### src/rtl/branch_pkg.sv
// Shared definitions for the branch prediction unit: branch-type codes,
// adder source-select encodings and the counter reset value.
package branch_pkg;

  // Branch-type codes carried on res_branch
  localparam logic [2:0] BR_NONE = 3'b000;
  localparam logic [2:0] BR_JAL  = 3'b001;
  localparam logic [2:0] BR_JALR = 3'b010;
  localparam logic [2:0] BR_RSVD = 3'b011;  // behaves exactly like BR_NONE
  localparam logic [2:0] BR_BEQ  = 3'b100;
  localparam logic [2:0] BR_BNE  = 3'b101;
  localparam logic [2:0] BR_BLT  = 3'b110;
  localparam logic [2:0] BR_BGE  = 3'b111;

  // Next-PC adder operand selection: a_imm picks imm over 4, b_rs1 picks rs1 over PC
  typedef struct packed {
    logic a_imm;
    logic b_rs1;
  } src_sel_t;

  localparam src_sel_t SRC_SEQ   = '{a_imm: 1'b0, b_rs1: 1'b0};  // PC + 4
  localparam src_sel_t SRC_PCREL = '{a_imm: 1'b1, b_rs1: 1'b0};  // PC + imm
  localparam src_sel_t SRC_REG   = '{a_imm: 1'b1, b_rs1: 1'b1};  // rs1 + imm

  // Widest counter the reset-value helper supports
  localparam int unsigned CNT_W_MAX = 16;

  // Weakly-not-taken value for a cnt_w-bit counter: MSB clear, all lower bits set
  function automatic logic [CNT_W_MAX-1:0] wnt_const(input int unsigned cnt_w);
    wnt_const = (16'd1 << (cnt_w - 1)) - 16'd1;
  endfunction

endpackage

### src/rtl/branch_bht.sv
// Branch history table: BHT_DEPTH saturating counters, one combinational read
// port, one synchronous saturating-update write port, synchronous reset to
// weakly-not-taken. A read of an entry being written returns the old value.
module branch_bht #(
  parameter int BHT_DEPTH = 64,
  parameter int CNT_W     = 2,
  parameter int IDX_W     = $clog2(BHT_DEPTH)
) (
  input  logic             clk,
  input  logic             rst,
  input  logic [IDX_W-1:0] i_rd_idx,
  output logic [CNT_W-1:0] o_rd_cnt,
  input  logic             i_wr_en,
  input  logic [IDX_W-1:0] i_wr_idx,
  input  logic             i_wr_taken
);
  import branch_pkg::*;

  localparam logic [CNT_W-1:0] CNT_MAX = {CNT_W{1'b1}};
  localparam logic [CNT_W-1:0] CNT_MIN = {CNT_W{1'b0}};
  localparam logic [CNT_W-1:0] CNT_WNT = CNT_W'(wnt_const(CNT_W));

  logic [CNT_W-1:0] r_cnt [BHT_DEPTH];
  logic [CNT_W-1:0] w_old;
  logic [CNT_W-1:0] w_next;

  assign o_rd_cnt = r_cnt[i_rd_idx];
  assign w_old    = r_cnt[i_wr_idx];

  // Saturating step of the entry being trained
  always_comb begin
    w_next = w_old;
    if (i_wr_taken) begin
      if (w_old != CNT_MAX) begin
        w_next = w_old + CNT_W'(1);
      end else begin
        w_next = w_old;
      end
    end else begin
      if (w_old != CNT_MIN) begin
        w_next = w_old - CNT_W'(1);
      end else begin
        w_next = w_old;
      end
    end
  end

  // Counter storage: reset wins over a same-cycle write
  always_ff @(posedge clk) begin
    if (rst) begin
      for (int i = 0; i < BHT_DEPTH; i++) begin
        r_cnt[i] <= CNT_WNT;
      end
    end else if (i_wr_en) begin
      r_cnt[i_wr_idx] <= w_next;
    end
  end

endmodule

### src/rtl/branch_pred_unit.sv
// Branch prediction unit: bimodal lookup for fetch plus branch resolution
// (outcome decode, next-PC adder source select, redirect/mispredict pulses)
// and counter training. Optional performance counters are enabled by
// defining BRANCH_PERF_EN.
module branch_pred_unit #(
  parameter int XLEN      = 32,
  parameter int BHT_DEPTH = 64,
  parameter int CNT_W     = 2
) (
  input  logic            clk,
  input  logic            rst,
  input  logic [XLEN-1:0] lk_pc,
  output logic            lk_taken,
  input  logic            res_valid,
  input  logic [XLEN-1:0] res_pc,
  input  logic [2:0]      res_branch,
  input  logic            res_less,
  input  logic            res_zero,
  input  logic            res_pred,
  output logic            pc_a_src,
  output logic            pc_b_src,
  output logic            redirect,
  output logic            mispredict
`ifdef BRANCH_PERF_EN
  ,
  output logic [31:0]     perf_branches,
  output logic [31:0]     perf_mispredicts
`endif
);
  import branch_pkg::*;

  localparam int IDX_W = $clog2(BHT_DEPTH);

  logic [CNT_W-1:0] w_rd_cnt;
  logic             w_is_cond;
  logic             w_is_jump;
  logic             w_taken;
  src_sel_t         w_src;
  logic             w_mispredict;
  logic             w_redirect;
  logic             w_unused;

  logic r_pc_a_src;
  logic r_pc_b_src;
  logic r_redirect;
  logic r_mispredict;

  // Only the index bits of the PCs and the counter MSB matter
  assign w_unused = ^{lk_pc[XLEN-1:IDX_W+2], lk_pc[1:0],
                      res_pc[XLEN-1:IDX_W+2], res_pc[1:0], w_rd_cnt[CNT_W-2:0]};

  branch_bht #(
    .BHT_DEPTH (BHT_DEPTH),
    .CNT_W     (CNT_W),
    .IDX_W     (IDX_W)
  ) u_bht (
    .clk        (clk),
    .rst        (rst),
    .i_rd_idx   (lk_pc[IDX_W+1:2]),
    .o_rd_cnt   (w_rd_cnt),
    .i_wr_en    (res_valid & w_is_cond),
    .i_wr_idx   (res_pc[IDX_W+1:2]),
    .i_wr_taken (w_taken)
  );

  assign lk_taken = w_rd_cnt[CNT_W-1];

  // Outcome decode and adder source selection for the resolving instruction
  always_comb begin
    w_is_cond = 1'b0;
    w_is_jump = 1'b0;
    w_taken   = 1'b0;
    w_src     = SRC_SEQ;
    case (res_branch)
      BR_JAL: begin
        w_is_jump = 1'b1;
        w_src     = SRC_PCREL;
      end
      BR_JALR: begin
        w_is_jump = 1'b1;
        w_src     = SRC_REG;
      end
      BR_BEQ: begin
        w_is_cond = 1'b1;
        w_taken   = res_zero;
        w_src     = res_zero ? SRC_PCREL : SRC_SEQ;
      end
      BR_BNE: begin
        w_is_cond = 1'b1;
        w_taken   = ~res_zero;
        w_src     = (~res_zero) ? SRC_PCREL : SRC_SEQ;
      end
      BR_BLT: begin
        w_is_cond = 1'b1;
        w_taken   = res_less;
        w_src     = res_less ? SRC_PCREL : SRC_SEQ;
      end
      BR_BGE: begin
        w_is_cond = 1'b1;
        w_taken   = ~res_less;
        w_src     = (~res_less) ? SRC_PCREL : SRC_SEQ;
      end
      default: begin
        // BR_NONE and BR_RSVD: sequential fetch, no training
        w_src = SRC_SEQ;
      end
    endcase
  end

  assign w_mispredict = res_valid & w_is_cond & (w_taken != res_pred);
  assign w_redirect   = w_mispredict | (res_valid & w_is_jump);

  // Registered resolve outputs: pulses last one cycle, zero without a resolve
  always_ff @(posedge clk) begin
    if (rst) begin
      r_pc_a_src   <= 1'b0;
      r_pc_b_src   <= 1'b0;
      r_redirect   <= 1'b0;
      r_mispredict <= 1'b0;
    end else if (res_valid) begin
      r_pc_a_src   <= w_src.a_imm;
      r_pc_b_src   <= w_src.b_rs1;
      r_redirect   <= w_redirect;
      r_mispredict <= w_mispredict;
    end else begin
      r_pc_a_src   <= 1'b0;
      r_pc_b_src   <= 1'b0;
      r_redirect   <= 1'b0;
      r_mispredict <= 1'b0;
    end
  end

  assign pc_a_src   = r_pc_a_src;
  assign pc_b_src   = r_pc_b_src;
  assign redirect   = r_redirect;
  assign mispredict = r_mispredict;

`ifdef BRANCH_PERF_EN
  logic [31:0] r_perf_branches;
  logic [31:0] r_perf_mispredicts;

  // Saturating counts of conditional resolves and mispredict pulses
  always_ff @(posedge clk) begin
    if (rst) begin
      r_perf_branches    <= 32'd0;
      r_perf_mispredicts <= 32'd0;
    end else begin
      if (res_valid && w_is_cond && (r_perf_branches != 32'hFFFF_FFFF)) begin
        r_perf_branches <= r_perf_branches + 32'd1;
      end else begin
        r_perf_branches <= r_perf_branches;
      end
      if (w_mispredict && (r_perf_mispredicts != 32'hFFFF_FFFF)) begin
        r_perf_mispredicts <= r_perf_mispredicts + 32'd1;
      end else begin
        r_perf_mispredicts <= r_perf_mispredicts;
      end
    end
  end

  assign perf_branches    = r_perf_branches;
  assign perf_mispredicts = r_perf_mispredicts;
`endif

endmodule

### config.mk
export PLATFORM = sky130hd
export DESIGN_NAME = branch_pred_unit
export DESIGN_NICKNAME = d
export VERILOG_FILES = /design/src/rtl/branch_pkg.sv /design/src/rtl/branch_bht.sv /design/src/rtl/branch_pred_unit.sv
export SDC_FILE = /design/constraint.sdc
export NUM_CORES = 1
export LEC_CHECK = 0
export ABC_AREA = 1
export BUFFER_PORTS_ARGS = -buffer_cell sky130_fd_sc_hd__buf_2
export CORE_MARGIN = 5
export CORE_UTILIZATION = 40
export CTS_CLUSTER_DIAMETER = 40
export CTS_CLUSTER_SIZE = 12
export DETAILED_ROUTE_END_ITERATION = 10
export GPL_TIMING_DRIVEN = 0
export PLACE_DENSITY_LB_ADDON = 0.1
export SYNTH_ARGS = -nofsm -noshare
export SYNTH_HDL_FRONTEND = slang
export SYNTH_SLANG_ARGS = --single-unit
### constraint.sdc
create_clock -name clk -period 2.5 [get_ports clk]
set_input_delay 0.375 -clock clk [delete_from_list [all_inputs] [get_ports clk]]
set_output_delay 0.375 -clock clk [all_outputs]
set_load 0.01 [all_outputs]
# ---- After elaboration in Yosys (flattened, before gate mapping)
# Memories as Yosys holds them, arrays and structs flattened.
# Index checks and enable logic that the tools add are counted.
dict set report word_totals {
  wordCells 46
  memories 1
  output_inout_bits 5
  register_bits 4
  in_bits 73
  ram_bits 128
}
# memory words width rd rd_clocked_by_memory_dff write_ports line
set memory_table {}
lappend memory_table {u_bht.r_cnt 64 2 2 0 64 branch_bht.sv:23} ;# logic [CNT_W-1:0] r_cnt [BHT_DEPTH];
dict set report classes {
  n_eq_ne 8
  muxes 19
  bitwise 7
  reduce_logical 5
  add_sub_neg 2
}
# operator count
set ops {}
lappend ops {{2-bit two-way mux} 8}
lappend ops {{3-bit == test (second input constant)} 4}
lappend ops {{2-bit case mux with 6 select lines} 1}
lappend ops {{1-bit two-way mux} 8}
lappend ops {{6-bit two-way mux} 1}
lappend ops {{2-bit OR reduction} 3}
lappend ops {{1-bit case mux with 4 select lines} 1}
lappend ops {{4-bit OR reduction} 1}
lappend ops {{1-bit bitwise AND} 3}
lappend ops {{3-bit by 1-bit == test with 1-bit output (second input constant)} 1}
lappend ops {{3-bit by 2-bit == test with 1-bit output (second input constant)} 1}
lappend ops {{1-bit inverter} 3}
lappend ops {{2-bit by 1-bit adder with 2-bit output (second input constant)} 1}
lappend ops {{2-bit inequality test (second input constant)} 1}
lappend ops {{2-bit nonzero test} 1}
lappend ops {{2-bit by 1-bit subtractor with 2-bit output (second input constant)} 1}
lappend ops {{1-bit inequality test} 1}
lappend ops {{1-bit bitwise OR} 1}

# ---- Longest topological paths before layout
# Gate-level depths: netlist (run 1).
dict set report logic_depth {
  ltp_word 9
  mapped_depth 15
  depth_no_buf 12
}

# ---- Cells and area by module
# Synthesis (run 1) repeated with hierarchy kept, for this count alone.
dict set report unflattened {
  cells_unflattened 1173
  hier_area_um2 8385.5
}
# mod seq_area_each_um2 n_inst cells_each area_per_inst_um2
set by_module_without_submodules {}
lappend by_module_without_submodules {branch_bht 3843.7 1 1142 8164.1}
lappend by_module_without_submodules {branch_pred_unit 80.1 1 31 221.5}

# ---- Worst setup path before layout (run 1)
# OpenSTA, ideal clock, no wires.
dict set report synth_timing {
  path_type {input -> register}
  from {input res_pc[2]}
  to {memory u_bht.r_cnt[10][1] (data pin)}
  path_stages 11
  slack_ns 0.474
  arrival_time_ns 1.773
  n_path_buf 2
  setup_time_ns 0.253
  t_required_ns 2.247
  path_cell_list {buf_2 > or2_2 > nand3_1 > nand2_1 > o21ai_1 > nand2_1 > nor2_1 > nand3_1 > nand2_8 > buf_12 > nor2_4}
}
# element line
set synth_rtl {}
lappend synth_rtl {{start: declaration} branch_pred_unit.sv:15} ;# input logic [XLEN-1:0] res_pc,
lappend synth_rtl {{end: declaration} branch_bht.sv:23}

==> results of run 1 <==
## synthesized netlist by cell type
cell type  instances
clkbuf_1          19
o21ai_0           51
clkinv_1           7
buf_12             6
nor4_1             2
or2_2              9
nor3_1             2
inv_1            167
xor2_1             1
or2_0              2
nand3b_1           2
dfxtp_1            4
nand2_4            1
buf_6             10
o211ai_1          27
nor2_1           150
or2_1              4
nand2_1          202
inv_2              3
nor2_4            64
nand3_1          114
nand2_2            6
edfxtp_1         128
a21oi_1           16
o211ai_2           1
o21ai_1           14
buf_2              9
nand2_8            1
buf_4             10
## worst paths after layout
| check | startpoint | cells after the start | slack, ns | endpoint |
|---|---|---|---|---|
| max | res_pc[6] | 11 | 0.06 | u_bht.r_cnt[0][0] |
| min | res_branch[0] | 2 | 0.15 | pc_b_src |
| max reg2reg | u_bht.r_cnt[7][1] | 10 | 0.15 | u_bht.r_cnt[0][0] |
| min reg2reg | u_bht.r_cnt[55][1] | 8 | 1.14 | u_bht.r_cnt[54][0] |
## power by group
group,total [W],switching [W],internal [W]
logic,0.00101,0.000735,0.000272
clock network,0.00229,0.00101,0.00128
registers,0.00250,0.0000268,0.00247
## state kept, by name (all words and copies together), names as in the netlist
signal / flops
pc_b_src: 1
redirect: 1
u_bht.r_cnt: 128
mispredict: 1
pc_a_src: 1
## worst max-delay path: cells and delay by family
| family | cells | cell delay (ns) |
|---|---|---|
| buffers and inverters | 4 | 0.91 |
| and+or+nand+nor | 7 | 1.25 |
## logic make-up (layout without fill, tap and decap cells)
logic type	Yosys count	after routing	share of synthesized area [%]
AND/OR/NAND/NOR	559	559	33.3
XOR/XNOR	1	1	0.104
buffers and inverters	231	293	12.9
flip-flops	132	132	46.4
AO/OA/AOI/OAI	109	109	7.34
## metrics by stage
stage	hold slack (ns)	TNS (ns)
detailed placement	0.598	-39.01
floorplan	0.465	0
CTS	0.141	0
global placement	0.595	-41.92
global route	0.164	0
finish	0.154	0
## repair_timing
action | CTS | global route
resized for setup | 8 | 20
setup buffers | 3 | 3
pin swaps | 1 | 2
endpoints found under the setup margin | 2 | 2
## per-layer routing
layer,GRT usage (%),up-vias,part of all wire [%]
met5,0,-,0
met4,9.46,0,2.9
met3,6.34,48,10
met2,37.2,358,44
met1,35.2,3394,43
li1,-,3406,-
## cells in the final DEF, fill, tap and decap left out, types with 3 or more instances in the layout
master      count
nand2_1       202
inv_1         166
nor2_1        150
edfxtp_1      128
nand3_1       114
nor2_4         64
o21ai_0        49
buf_2          33
o211ai_1       27
buf_4          18
clkbuf_16      17
o21ai_1        16
a21oi_1        16
clkbuf_1       11
buf_6          10
or2_2           9
clkinv_2        7
buf_12          6
clkinv_1        6
nand2_2         5
clkbuf_2        5
clkinvlp_4      4
or2_1           4
clkinv_4        4
dfxtp_1         4
inv_2           3
## final cells by class
type                            count  area, um2  share of cell area (%)
Buffer                             54        445                    4.67
Clock buffer                       19        443                    4.65
Clock inverter                     13       87.6                   0.919
Inverter                          177        669                    7.02
Multi-Input combinational cell    669       3450                    36.2
Sequential cell                   132       3920                    41.2
Tap cell                          275        344                    3.61
Timing Repair Buffer               30        165                    1.73
==> flow_metrics.tcl, run 1 <==
set metrics [dict create \
    status "finished, final reports clean" \
    drive_above_1_share_pct 17.6 \
    core_area_mm2 0.0209 \
    synth.avg_cell_area_um2 8.19 \
    finalPower_w 0.00580 \
    cts_hold_buf 0 \
    antenna_found_initial 0 \
    drv_cap 0 \
    synth_cells 1032 \
    die_w_um 155 \
    dp_slack_ns -0.538 \
    clk_latency_ns 0.43 \
    die_h_um 155 \
    wl_per_cell_um 21.6 \
    placed_cells 1331 \
    setup_viol 0 \
    cp_slowest_stage_delay_ns 0.44 \
    antenna_cells 0 \
    placementRows 53 \
    io_pins 78 \
    relSlewSlack_pct 38.0 \
    p_leak_nw 3.60 \
    synth_area_leaders "edfxtp_1, nand2_1, nor2_4" \
    synth_top_cell_by_area "edfxtp_1" \
    cp-end-kind "flop" \
    clk_path_buf_depth 2 \
    yosysTopAreaCellShare_pct 45.5 \
    ant_nets 0 \
    path_cells "buf_2 > inv_1 > nor3_1 > clkinv_1 > nor2_1 > nor2_1 > nand2_2 > nor2_4 > nand2_2 > buf_4 > nand3_1" \
    drt-initial-drc-count 936 \
    ys_warn_count 0 \
    htreeDepth 4 \
    firstDrtPassIters 5 \
    viasPerCell 5.26 \
    syn-num-nets 1105 \
    critPathLaunchType "primary input" \
    cts_tree "done" \
    finalHoldViolCount 0 \
    drcViolationCount 0 \
    grt_pass1_vias 6686 \
    clk_pin_slew_ns 0.06 \
    finClkSkew_ns 0.00825 \
    grt_pass1_wl_mm 43.3 \
    power.density_mw_per_mm2 609 \
    initial_core_util_pct 40.5 \
    fin_crit_ns 2.44 \
    clock-sinks 132 \
    fin_nets 1154 \
    track_usage_pct 25.0 \
    num_vias 7206 \
    yosysUniqueCellTypes 29 \
    finalCritPeriodShare_pct 97.5 \
    cts_buffers 17 \
    critPathKind "in2reg" \
    cp_max_fo 10 \
    syn_area_mm2 0.00845 \
    fin_area_mm2 0.00953 \
    gr-total-overflow 0 \
    fin_cells 1369 \
    fillers 2108 \
    rsz0062_at_grt "false" \
    seq_area_frac_synth_pct 46.4 \
    cts_root_buf "clkbuf_16" \
    worstMarginPinSlew_ns 0.930 \
    slew_viol_final 0 \
    hpwl_mm 20.2 \
    port-buffer-count 24 \
    hp-class "in2reg" \
    ir_drop_v 0.000416 \
    wirelength_mm 29.6 \
    dieArea_mm2 0.0241 \
    synth_seq_cells 132 \
    postPlaceCellArea_mm2 0.00892 \
    worst_slack_ns 0.0635 \
    gp_congestion 0.954 \
    grt_start_max_net_pins 17 \
    syn_to_final_growth_pct 12.7 \
    arrival_ns 2.56 \
    fmax_mhz 410 \
    cp.required_ns 2.62 \
    finish.utilization_pct 45.6 \
    critPathSlowestCell "clkinv_1" \
]
(Power assumes the default switching activity.)
==> inputs of run 2 (changes only) <==
--- a/config.mk
+++ b/config.mk
@@ -14,6 +14,7 @@
 export DETAILED_ROUTE_END_ITERATION = 10
 export GPL_TIMING_DRIVEN = 0
 export PLACE_DENSITY_LB_ADDON = 0.1
+export SETUP_SLACK_MARGIN = 0.1
 export SYNTH_ARGS = -nofsm -noshare
 export SYNTH_HDL_FRONTEND = slang
 export SYNTH_SLANG_ARGS = --single-unit
==> run 2 against run 1 <==
Net effect:
- worst setup slack got worse by 0.025 ns
- die area did not move
- via count rose by 1.1%
- count of clock-buffer cells in the layout did not move
- sequential power barely moved
==> flow_metrics.tcl, run 2 (synthesized netlist as in run 1, its figures left out) <==
set metrics [dict create \
    gp_congestion 0.954 \
    cp_slowest_stage_delay_ns 0.38 \
    fin_cells 1370 \
    rsz0062_at_grt "true" \
    wl_per_cell_um 21.8 \
    grtUsageMet3_pct 6.31 \
    clkPwrFrac_pct 39.5 \
    fin_crit_ns 2.46 \
    final_common_cell "nand2_1" \
    relSlewSlack_pct 38.2 \
    cp-end-kind "output port" \
    fin_area_mm2 0.00956 \
    internal_power_w 0.00404 \
    switchingPower_w 0.00177 \
    cp.required_ns 2.12 \
    critPathKind "in2out" \
    p_leak_nw 3.63 \
    critPathSlowestCell "clkbuf_2" \
    clk_pin_slew_ns 0.06 \
    use_met2_pct 37.1 \
    grt_pass1_wl_mm 43.5 \
    layout_common_cells "nand2_1, inv_1, nor2_1, edfxtp_1, nand3_1" \
    antenna_cells 0 \
    die_h_um 155 \
    slew_viol_final 0 \
    cts_buffers 17 \
    placementRows 53 \
    core_area_mm2 0.0209 \
    drive_above_1_share_pct 18.0 \
    crit_buf_inv 3 \
    num_vias 7287 \
    placed_cells 1331 \
    syn_to_final_growth_pct 13.0 \
    htreeDepth 4 \
    drcViolationCount 0 \
    grt_pass1_vias 6694 \
    drv_cap 0 \
    dieArea_mm2 0.0241 \
    firstDrtPassIters 5 \
    arrival_ns 2.09 \
    fin_nets 1155 \
    cp_max_fo 10 \
    dp_slack_ns -0.538 \
    port-buffer-count 24 \
    critPathLaunchType "primary input" \
    largest_reg_flops 128 \
    busiest_layer "met2" \
    fillers 2108 \
    grt_start_max_net_pins 17 \
    finClkSkew_ns 0.00726 \
    track_usage_pct 25.1 \
    cts_root_buf "clkbuf_16" \
    antenna_found_initial 0 \
    fmax_mhz 406 \
    finalHoldViolCount 0 \
    use_met1_pct 35.5 \
    hp-class "in2reg" \
    wirelength_mm 29.9 \
    cts_tree "done" \
    ir_drop_v 0.000411 \
    drt-initial-drc-count 967 \
    clk_latency_ns 0.43 \
    io_pins 78 \
    critPathTopFamily "buffers and inverters" \
    path_cells "buf_2 > clkbuf_2 > o21ai_0 > o21ai_0 > o211ai_1 > nand3_1 > nand3_1 > nand2_1 > buf_2" \
    ant_nets 0 \
    finalCritPeriodShare_pct 98.4 \
    gr-total-overflow 0 \
    status "finished, final reports clean" \
    worst_slack_ns 0.0389 \
    clock-sinks 132 \
    clk_path_buf_depth 2 \
    viasPerCell 5.32 \
    initial_core_util_pct 40.5 \
    worstMarginPinSlew_ns 0.927 \
    die_w_um 155 \
    setup_viol 0 \
    comb_power_share_pct 17.5 \
    power.density_mw_per_mm2 608 \
    finish.utilization_pct 45.8 \
    hpwl_mm 20.2 \
    switching_share_pct 30.5 \
    regMostFlops "u_bht.r_cnt" \
    postPlaceCellArea_mm2 0.00892 \
    seqPwrFrac_pct 43.0 \
]
==> run 2: changes by cell type in the layout (fill, tap and decap cells not counted) <==
cell      change
o21ai_1       +1
nand2_2       -1
buf_2         -3
o21ai_0       -1
clkbuf_2      +2
buf_4         +1
clkbuf_4      +2
buf_6         +1
inv_2         +1
clkbuf_1      -2
nand2_4       +1
clkinv_1      -1
==> run 2: final timing paths <==
path | from | end | slack, ns | cells past startpoint
max reg2reg | u_bht.r_cnt[7][1] | u_bht.r_cnt[0][0] | 0.16 | 10
max | lk_pc[3] | lk_taken | 0.04 | 9
min | res_branch[0] | pc_b_src | 0.16 | 2
min reg2reg | u_bht.r_cnt[55][1] | u_bht.r_cnt[54][0] | 1.15 | 8
==> run 2: metrics by stage <==
| stage | hold slack (ns) | power [W] | TNS (ns) |
|---|---|---|---|
| floorplan | 0.465 | 0.00318 | 0 |
| CTS | 0.141 | 0.00581 | 0 |
| global placement | 0.595 | 0.00352 | -41.92 |
| finish | 0.157 | 0.00581 | 0 |
| detailed placement | 0.598 | 0.00352 | -39.01 |
| global route | 0.164 | 0.00601 | 0 |
==> run 2: power by group through the flow <==
stage / combinational, W / clock [W] / sequential (W)
after floorplan: 0.000652 / 0 / 0.00253
after global placement: 0.000972 / 0 / 0.00255
after detailed placement: 0.000973 / 0 / 0.00255
after CTS: 0.000993 / 0.00231 / 0.00250
after global routing: 0.00108 / 0.00244 / 0.00250
final: 0.00102 / 0.00229 / 0.00250
==> run 2: timing repair <==
| item | 4_1_cts | 5_1_grt |
|---|---|---|
| endpoints found under the setup margin | 45 | 121 |
| resized for setup | 12 | 24 |
| setup buffers | 7 | 0 |
| pin swaps | 3 | 0 |
| hold buffers | 0 | 0 |
==> run 2: final cells by class <==
class	count	area (um2)	area share, %
clock buffer	19	443	4.63
tap	275	344	3.60
buffer	54	459	4.80
timing repair buffer	31	173	1.81
inverter	177	669	7.00
sequential	132	3920	41.1
clock inverter	13	87.6	0.916
multi-input combinational	669	3460	36.2
==> run 2: worst reg2reg max path: stages, from the launching register on <==
cell and delay, ns:
edfxtp_1 0.40, or2_2 0.31, nand2_1 0.06, nand2_1 0.06, o21ai_1 0.21, nand2_1 0.08, nor2_1 0.19, nand2_2 0.10
nand2_4 0.21, buf_4 0.23, nand3_1 0.18
==> run 2: routing by layer <==
layer | part of all wire (%) | wire length (um) | vias up
met5 | 0 | 0 | -
met4 | 3.5 | 1050 | 0
met3 | 10 | 3100 | 60
met2 | 44 | 13000 | 373
met1 | 43 | 12700 | 3445
li1 | - | - | 3409
==> inputs of run 3 (changes only) <==
--- a/config.mk
+++ b/config.mk
@@ -7,6 +7,7 @@
 export LEC_CHECK = 0
 export ABC_AREA = 1
 export BUFFER_PORTS_ARGS = -buffer_cell sky130_fd_sc_hd__buf_2
+export CORE_ASPECT_RATIO = 0.6
 export CORE_MARGIN = 5
 export CORE_UTILIZATION = 40
 export CTS_CLUSTER_DIAMETER = 40
==> run 3 against run 2 <==
Net effect:
- clock skew is 0.0051 ns higher
- cell count is 0.22% higher
- critical path depth is 4 higher
- first-iteration DRC count is 15% lower
- maximum frequency is 2.3% higher
- sequential share of layout area is 0.47 points lower
- global-route usage is 0.56 points higher
- hold slack better by 0.0064 ns
- via count is 0.71% lower
- die area is 0.39% higher
- count of clock-buffer cells in the layout is 2 lower
- largest power group is now clock
==> flow_metrics.tcl, run 3 (synthesized netlist as in run 1, its figures left out) <==
set metrics [dict create \
    finalHoldViolCount 0 \
    clk_pin_slew_ns 0.06 \
    firstDrtPassIters 5 \
    p_leak_nw 3.67 \
    fin_area_mm2 0.00967 \
    wl_per_cell_um 22.0 \
    cts_hold_buf 0 \
    placementRows 41 \
    gp_congestion 0.978 \
    finalPower_w 0.00631 \
    power.density_mw_per_mm2 653 \
    io_pins 78 \
    critPathKind "in2reg" \
    finClkSkew_ns 0.0124 \
    antenna_cells 0 \
    cts_root_buf "clkbuf_16" \
    fin_crit_ns 2.40 \
    fin_cells 1373 \
    fin_nets 1154 \
    num_vias 7235 \
    placed_cells 1335 \
    core_area_mm2 0.0209 \
    dp_slack_ns -0.416 \
    drv_cap 0 \
    viasPerCell 5.27 \
    critPathLaunchType "primary input" \
    path_cells "buf_2 > inv_2 > clkbuf_1 > o21ai_1 > nand2_1 > nor2_1 > nor2_1 > nor2_1 > nand2_2 > nor2_4 > nand2_2 > buf_4 > nand3_1" \
    finalCritPeriodShare_pct 96.2 \
    cp-end-kind "flop" \
    crit_top_cell "nor2_1" \
    finish.utilization_pct 46.3 \
    critPathSlowestCell "clkbuf_1" \
    die_w_um 198 \
    arrival_ns 2.58 \
    worstMarginPinSlew_ns 1.02 \
    layout_common_cells "nand2_1, inv_1, nor2_1, edfxtp_1, nand3_1" \
    dieArea_mm2 0.0242 \
    clk_latency_ns 0.44 \
    drcViolationCount 0 \
    antenna_found_initial 0 \
    cts_buffers 17 \
    die_h_um 123 \
    final_common_cell "nand2_1" \
    grt_pass1_wl_mm 44.1 \
    cp_slowest_stage_delay_ns 0.59 \
    hpwl_mm 21.1 \
    track_usage_pct 25.7 \
    cp.required_ns 2.67 \
    status "finished, final reports clean" \
    ir_drop_v 0.000488 \
    relSlewSlack_pct 31.8 \
    regMostFlops "u_bht.r_cnt" \
    drive_above_1_share_pct 17.8 \
    grt_pass1_vias 6782 \
    largest_reg_flops 128 \
    hp-class "in2reg" \
    wirelength_mm 30.2 \
    clk_path_buf_depth 2 \
    initial_core_util_pct 40.5 \
    slew_viol_final 0 \
    fillers 2097 \
    gr-total-overflow 0 \
    setup_viol 0 \
    clock-sinks 132 \
    cp_max_fo 10 \
    port-buffer-count 24 \
    ant_nets 0 \
    grt_start_max_net_pins 17 \
    htreeDepth 4 \
    postPlaceCellArea_mm2 0.00892 \
    worst_slack_ns 0.0952 \
    rsz0062_at_grt "true" \
    cts_tree "done" \
    syn_to_final_growth_pct 14.3 \
    drt-initial-drc-count 823 \
    fmax_mhz 416 \
]
==> run 3: cell type report <==
type                       instances  area, um2  area share [%]
clock inverter                    15        213            2.20
sequential                       132       3920            40.6
buffer                            54        458            4.74
clock buffer                      17        425            4.40
tap                              279        349            3.61
timing repair buffer              29        158            1.63
multi-input combinational        670       3480            36.0
inverter                         177        664            6.87
==> run 3: path summary, 6_finish.rpt <==
kind / from / end / slack [ns] / cells past startpoint
max: res_pc[2] / u_bht.r_cnt[24][0] / 0.1 / 13
min: res_branch[0] / pc_b_src / 0.16 / 2
max reg2reg: u_bht.r_cnt[7][1] / u_bht.r_cnt[30][1] / 0.16 / 12
min reg2reg: u_bht.r_cnt[55][1] / u_bht.r_cnt[51][0] / 1.10 / 8
==> run 3: metal layers <==
layer / global-route usage (%) / up-vias / part of all wire [%]
li1: - / 3399 / -
met1: 37.5 / 3397 / 45
met2: 36.4 / 385 / 41
met3: 7.96 / 54 / 11
met4: 8.17 / 0 / 2.5
met5: 0 / - / 0
==> run 3: worst max-delay path: cells and delay by family <==
family                 cells  cell delay (ns)
and+or+nand+nor            8             0.86
buffers and inverters      4             1.08
AOI/OAI and AO/OA          1             0.22
==> run 3: report_power, final <==
part           leakage (nW)  total, W  switching, W  internal, W
clock network         0.304   0.00278       0.00103      0.00176
registers              1.18   0.00250     0.0000308      0.00247
logic                  2.18   0.00102      0.000741     0.000280
==> run 3: stage by stage <==
| step | setup TNS, ns | hold WS [ns] |
|---|---|---|
| global placement | -44.96 | 0.598 |
| CTS | 0 | 0.149 |
| global route | 0 | 0.168 |
| finish | 0 | 0.163 |
| floorplan | 0 | 0.465 |
| detailed placement | -44.76 | 0.609 |
==> run 3: repair_timing <==
item | 4_1_cts | 5_1_grt
endpoints found under the setup margin | 8 | 75
cloned | 0 | 1
pin swaps | 1 | 4
resized for setup | 10 | 22
buffers inserted | 3 | 2
